File: config.mk
export PLATFORM = sky130hd
export DESIGN_NAME = main_control_fsm
export DESIGN_NICKNAME = d
export VERILOG_FILES = /design/src/rtl/main_control_fsm.sv
export SDC_FILE = /design/constraint.sdc
export NUM_CORES = 1
export LEC_CHECK = 0
export ABC_AREA = 0
export ABC_CLOCK_PERIOD_IN_PS = 2300
export BUFFER_PORTS_ARGS = -buffer_cell sky130_fd_sc_hd__buf_2
export CAP_MARGIN = 20
export CORE_ASPECT_RATIO = 1.2
export CORE_MARGIN = 2
export CORE_UTILIZATION = 40
export DETAILED_ROUTE_END_ITERATION = 10
export PLACE_DENSITY = 0.66
export SETUP_SLACK_MARGIN = 0.4
export SYNTH_ARGS = -nofsm -noshare
export SYNTH_HDL_FRONTEND = slang
export SYNTH_SLANG_ARGS = --single-unit
File: constraint.sdc
create_clock -name clk -period 2.3 [get_ports clk]
set_input_delay 0.115 -clock clk [delete_from_list [all_inputs] [get_ports clk]]
set_output_delay 0.115 -clock clk [all_outputs]
set_load 0.01 [all_outputs]
File: src/rtl/main_control_fsm.sv
// Multi-cycle main control FSM for the RV32 subset datapath (R-type, lw, sw, beq).
// Optional INSTR_COUNT_EN adds a retired-instruction counter output.
module main_control_fsm #(
  parameter int MEM_TIMEOUT = 16
) (
  input  logic       clk,
  input  logic       reset,
  input  logic       run,
  input  logic [6:0] opcode,
  input  logic       zero,
  input  logic       mem_ready,
  output logic [1:0] aluOp,
  output logic       aluSrcA,
  output logic [1:0] aluSrcB,
  output logic       memRead,
  output logic       memWrite,
  output logic       iorD,
  output logic       irWrite,
  output logic       pcWrite,
  output logic       pcSrc,
  output logic       regWrite,
  output logic       memToReg,
  output logic       trap,
  output logic [3:0] state_o
`ifdef INSTR_COUNT_EN
  ,
  output logic [31:0] instr_count
`endif
);

  localparam int CW = (MEM_TIMEOUT > 2) ? $clog2(MEM_TIMEOUT) : 1;
  localparam logic [CW-1:0] WAIT_LIMIT = CW'(MEM_TIMEOUT - 1);

  localparam logic [6:0] OP_R   = 7'b0110011;
  localparam logic [6:0] OP_LW  = 7'b0000011;
  localparam logic [6:0] OP_SW  = 7'b0100011;
  localparam logic [6:0] OP_BEQ = 7'b1100011;

  typedef enum logic [3:0] {
    IDLE   = 4'd0,
    FETCH  = 4'd1,
    DECODE = 4'd2,
    EXR    = 4'd3,
    ADDR   = 4'd4,
    BEQ    = 4'd5,
    MRD    = 4'd6,
    MWR    = 4'd7,
    WBR    = 4'd8,
    WBL    = 4'd9,
    TRAP   = 4'd15
  } state_t;

  state_t        state, state_next;
  logic [CW-1:0] wait_cnt;
  logic          mem_wait;
  logic          timeout;
  logic          instr_done;

  assign mem_wait = (state == FETCH) || (state == MRD) || (state == MWR);
  assign timeout  = (wait_cnt == WAIT_LIMIT) && !mem_ready;
  assign state_o  = state;

  always_ff @(posedge clk or posedge reset) begin
    if (reset) state <= IDLE;
    else       state <= state_next;
  end

  // Counter restarts whenever a new state is entered, so back-to-back
  // memory states each get a full wait budget.
  always_ff @(posedge clk or posedge reset) begin
    if (reset)                       wait_cnt <= '0;
    else if (state_next != state)    wait_cnt <= '0;
    else if (mem_wait && !mem_ready) wait_cnt <= wait_cnt + 1'b1;
  end

  always_comb begin
    state_next = state;
    instr_done = 1'b0;
    aluOp      = 2'b00;
    aluSrcA    = 1'b0;
    aluSrcB    = 2'b00;
    memRead    = 1'b0;
    memWrite   = 1'b0;
    iorD       = 1'b0;
    irWrite    = 1'b0;
    pcWrite    = 1'b0;
    pcSrc      = 1'b0;
    regWrite   = 1'b0;
    memToReg   = 1'b0;
    trap       = 1'b0;

    case (state)
      IDLE: begin
        if (run) state_next = FETCH;
      end
      FETCH: begin
        memRead = 1'b1;
        aluSrcB = 2'b01;
        if (mem_ready) begin
          irWrite    = 1'b1;
          pcWrite    = 1'b1;
          state_next = DECODE;
        end else if (timeout) begin
          state_next = TRAP;
        end
      end
      DECODE: begin
        aluSrcB = 2'b10;
        case (opcode)
          OP_R:         state_next = EXR;
          OP_LW, OP_SW: state_next = ADDR;
          OP_BEQ:       state_next = BEQ;
          default:      state_next = TRAP;
        endcase
      end
      EXR: begin
        aluSrcA    = 1'b1;
        aluOp      = 2'b10;
        state_next = WBR;
      end
      ADDR: begin
        aluSrcA    = 1'b1;
        aluSrcB    = 2'b10;
        state_next = (opcode == OP_SW) ? MWR : MRD;
      end
      BEQ: begin
        aluSrcA    = 1'b1;
        aluOp      = 2'b01;
        pcSrc      = 1'b1;
        pcWrite    = zero;
        instr_done = 1'b1;
      end
      MRD: begin
        memRead = 1'b1;
        iorD    = 1'b1;
        if (mem_ready)    state_next = WBL;
        else if (timeout) state_next = TRAP;
      end
      MWR: begin
        memWrite = 1'b1;
        iorD     = 1'b1;
        if (mem_ready)    instr_done = 1'b1;
        else if (timeout) state_next = TRAP;
      end
      WBR: begin
        regWrite   = 1'b1;
        instr_done = 1'b1;
      end
      WBL: begin
        regWrite   = 1'b1;
        memToReg   = 1'b1;
        instr_done = 1'b1;
      end
      TRAP: begin
        trap = 1'b1;
      end
      // Unused encodings are treated as a fault rather than silently recovered.
      default: state_next = TRAP;
    endcase

    if (instr_done) state_next = run ? FETCH : IDLE;
  end

`ifdef INSTR_COUNT_EN
  always_ff @(posedge clk or posedge reset) begin
    if (reset)           instr_count <= '0;
    else if (instr_done) instr_count <= instr_count + 32'd1;
  end
`endif

endmodule
==> flow_summary.yaml <==
run_status:
  status: "finished, final reports clean"
drt:
  drtPass1Iterations: 4
  wire_per_inst_microns: 14.10
  vias: 1053
  wl_microns: 2664
  drt-vias-per-instance: 5.571
  drt-initial-drc-count: 35
  postRouteAntennaNets: 0
  drc: 0
logic_synthesis:
  ys.flop_type: "dfrtp_1"
  synth_fp_nets: 131
  synth-seq-cells: 8
  yosysWarningCount: 0
  ys_async_sr_fraction_pct: 100.0
  synth_edf_count: 0
  yosysSeqAreaShare_pct: 21.62
  synth.distinct_cells: 53
  synth_area_per_cell_sq_um: 7.847
  syn_area_sq_um: 925.9
  netlist_instances: 118
sta:
  fin_setup_tns_ns: 0
  finalSetupViolations: 0
  finalCritPeriodShare_pct: 85.11
  fin_crit_ns: 1.958
  slew_headroom_pct: 79.01
  holdWs_ns: 0.2064
  hold_viol: 0
  rsz0062_at_grt: "yes"
  tightest_slew_ns: 0.3143
  max_freq_mhz: 510.9
  drv_slew: 0
  skew_ns: 0.003053
power:
  leakagePower_uw: 0.0005838
  power_frac_seq_pct: 52.9
  power.density_nw_per_um2: 205.0
  p_sw_uw: 54.04
  irDropWorstVdd_v: 0.0002439
  netSwitchingFraction_pct: 20.28
  pwr-share-clk_pct: 37.5
  p_total_uw: 266.5
  comb_power_share_pct: 9.5
  p_int_uw: 212.5
setup_path:
  worstPathMaxFanout: 12
  path_class: "flop to flop"
  critPathArrivalTime_ns: 2.12
  worst_setup_path_end_kind: "flop"
  start_kind: "flop"
  required_ns: 2.47
global_route:
  grtUsageTotal_pct: 20.38
  antenna_found_initial: 0
  grt_max_degree: 15
  grt_pass1_vias: 971
  grt-ovfl-total: 0
  grt_pass1_wl_microns: 4119
placement:
  place_hpwl_microns: 1913
  place_congestion: 0.9079
  place_area_sq_um: 1106
  portBuffers: 29
cells_and_area:
  seqCellArea_sq_um: 205.2
  num_antenna_cells: 0
  drive_gt1_share_pct: 45.57
  num-fill-cells: 217
  final_area_sq_um: 1300
  multiInputGateArea_sq_um: 743.2
  layout-area-overhead-vs-synth_pct: 40.41
  layout.nets: 173
die:
  die-area_sq_um: 2717
  rows: 19
  ioPinCount: 30
  die_h_microns: 56.71
  start_util_pct: 41.43
  die_w_microns: 47.92
  fp.coreArea_sq_um: 2235
clocking:
  cts_root_buffer: "clkbuf_4"
  cts_tree: "yes"
  cts_max_path_buffers: 2
  cts_sinks: 8
  clk_latency_ns: 0.24
  clk_pin_slew_ns: 0.05
  cts_buffers: 3
  cts.htree.levels: 1
worst_hold_path:
  hold_path.class: "input pin to flop"
flow_run:
  maxCapViolations: 0
[kinds of logic (layout without fill, tap and decap cells)]
| logic type | Yosys count | count (layout) | synth area share [%] |
|---|---|---|---|
| AND/OR/NAND/NOR | 66 | 66 | 44.86 |
| AO/OA/AOI/OAI | 27 | 27 | 20.81 |
| buffers and inverters | 11 | 51 | 6.485 |
| flip-flops | 8 | 8 | 21.62 |
| XOR/XNOR | 4 | 4 | 3.784 |
| adder cells (fa/ha/maj) | 1 | 1 | 1.351 |
| multiplexers | 1 | 1 | 1.081 |
[synth_stat cells, types with 3 or more instances]
cell	count	area [sq um]
nor2_1	12	45.04
nand2_1	9	33.78
dfrtp_1	8	200.2
nor3_1	7	35.03
o21ai_0	7	35.03
nor2b_1	5	31.28
a21oi_1	4	20.02
nand2b_1	4	25.02
buf_2	3	15.01
inv_1	3	11.26
nor3b_1	3	22.52
xnor2_1	3	26.28
[metrics by stage]
step | utilization, % | cells | setup slack, ns
2_1_floorplan | - | 118 | 0.4988
3_3_place_gp | 49.50 | 176 | 0.2341
3_5_place_dp | 49.50 | 176 | 0.2288
4_1_cts | 54.70 | 187 | 0.4178
5_1_grt | 58.17 | 189 | 0.3221
6_report | 58.17 | 189 | 0.3425
[per-layer routing]
layer / GRT usage, % / routed length [microns] / up-vias / part of all wire, %
met5: 0 / 0 / - / 0
met4: 3.861 / 21 / 0 / 0.79
met3: 1.929 / 117 / 2 / 4.4
met2: 33.90 / 1380 / 37 / 52
met1: 27.86 / 1145 / 496 / 43
li1: - / - / 518 / -
[what timing repair did]
action	in CTS	in global routing
cloned	0	0
hold buffers	1	0
resized for setup	10	15
hold endpoints to repair	8	0
setup endpoints to repair	4	4
pin swaps	1	7
setup buffers	7	2
[worst max-delay path, cell delays in order, from the launching register on]
cell and delay [ns]:
dfrtp_2 0.43, buf_4 0.19, and3_1 0.17, o21ai_1 0.17, o21ai_1 0.12, or2_1 0.26
o31a_1 0.37, nor3b_2 0.17
[power groups by stage]
stage / Combinational (uW) / Sequential [uW] / Clock [uW]
floorplan: 8.60 / 143 / 0
global placement: 22.5 / 143 / 0
detailed placement: 23.3 / 143 / 0
CTS: 25.4 / 141 / 106
global route: 28.3 / 141 / 110
finish: 25.4 / 141 / 100
[layout make-up]
cell class                      count  area share (%)
Inverter                            3          0.8662
Multi-Input combinational cell     99           57.17
Tap cell                           31           2.984
Sequential cell                     8           15.78
Clock buffer                        3           1.732
Timing Repair Buffer               45           21.46
[final timing paths]
| kind | start | endpoint | slack, ns | cells after the start |
|---|---|---|---|---|
| setup reg to reg | state_o[2]$_DFF_PP0_ | wait_cnt[2]$_DFFE_PP0P_ | 0.34 | 7 |
| hold / removal | run | state_o[0]$_DFF_PP0_ | 0.21 | 3 |
| hold reg to reg | wait_cnt[0]$_DFFE_PP0P_ | wait_cnt[0]$_DFFE_PP0P_ | 0.63 | 2 |
| max in group asynchronous | reset | state_o[0]$_DFF_PP0_ | 1.71 | 3 |
| setup / recovery | state_o[2]$_DFF_PP0_ | wait_cnt[2]$_DFFE_PP0P_ | 0.34 | 7 |
| min in group asynchronous | reset | wait_cnt[3]$_DFFE_PP0P_ | 0.35 | 3 |
[placed cells by master (no fill, tap or decap), types with 2 or more instances in the layout]
cell type  synthesis  layout
nand2_1            9       8
buf_4              2      12
o2111ai_1          2       2
or2b_1             2       2
nor3_1             7       5
a21oi_1            4       3
dfrtp_2            0       4
nand2b_1           4       4
nor3b_1            3       2
buf_2              3      29
o21ai_0            7       4
and2_1             2       2
and3b_1            2       2
clkbuf_4           0       3
nor3_2             0       2
o21ai_1            1       4
inv_1              3       3
nor2_1            12      11
xnor2_1            3       3
nor4b_1            2       2
nand4_1            2       2
and3_1             2       2
nor2b_1            5       4
buf_6              1       3
dfrtp_1            8       4
[flip-flops by register name, indices dropped and copies added (netlist names)]
name and count:
wait_cnt 4, state_o 4
No activity file was read; power rests on OpenSTA's default activity.
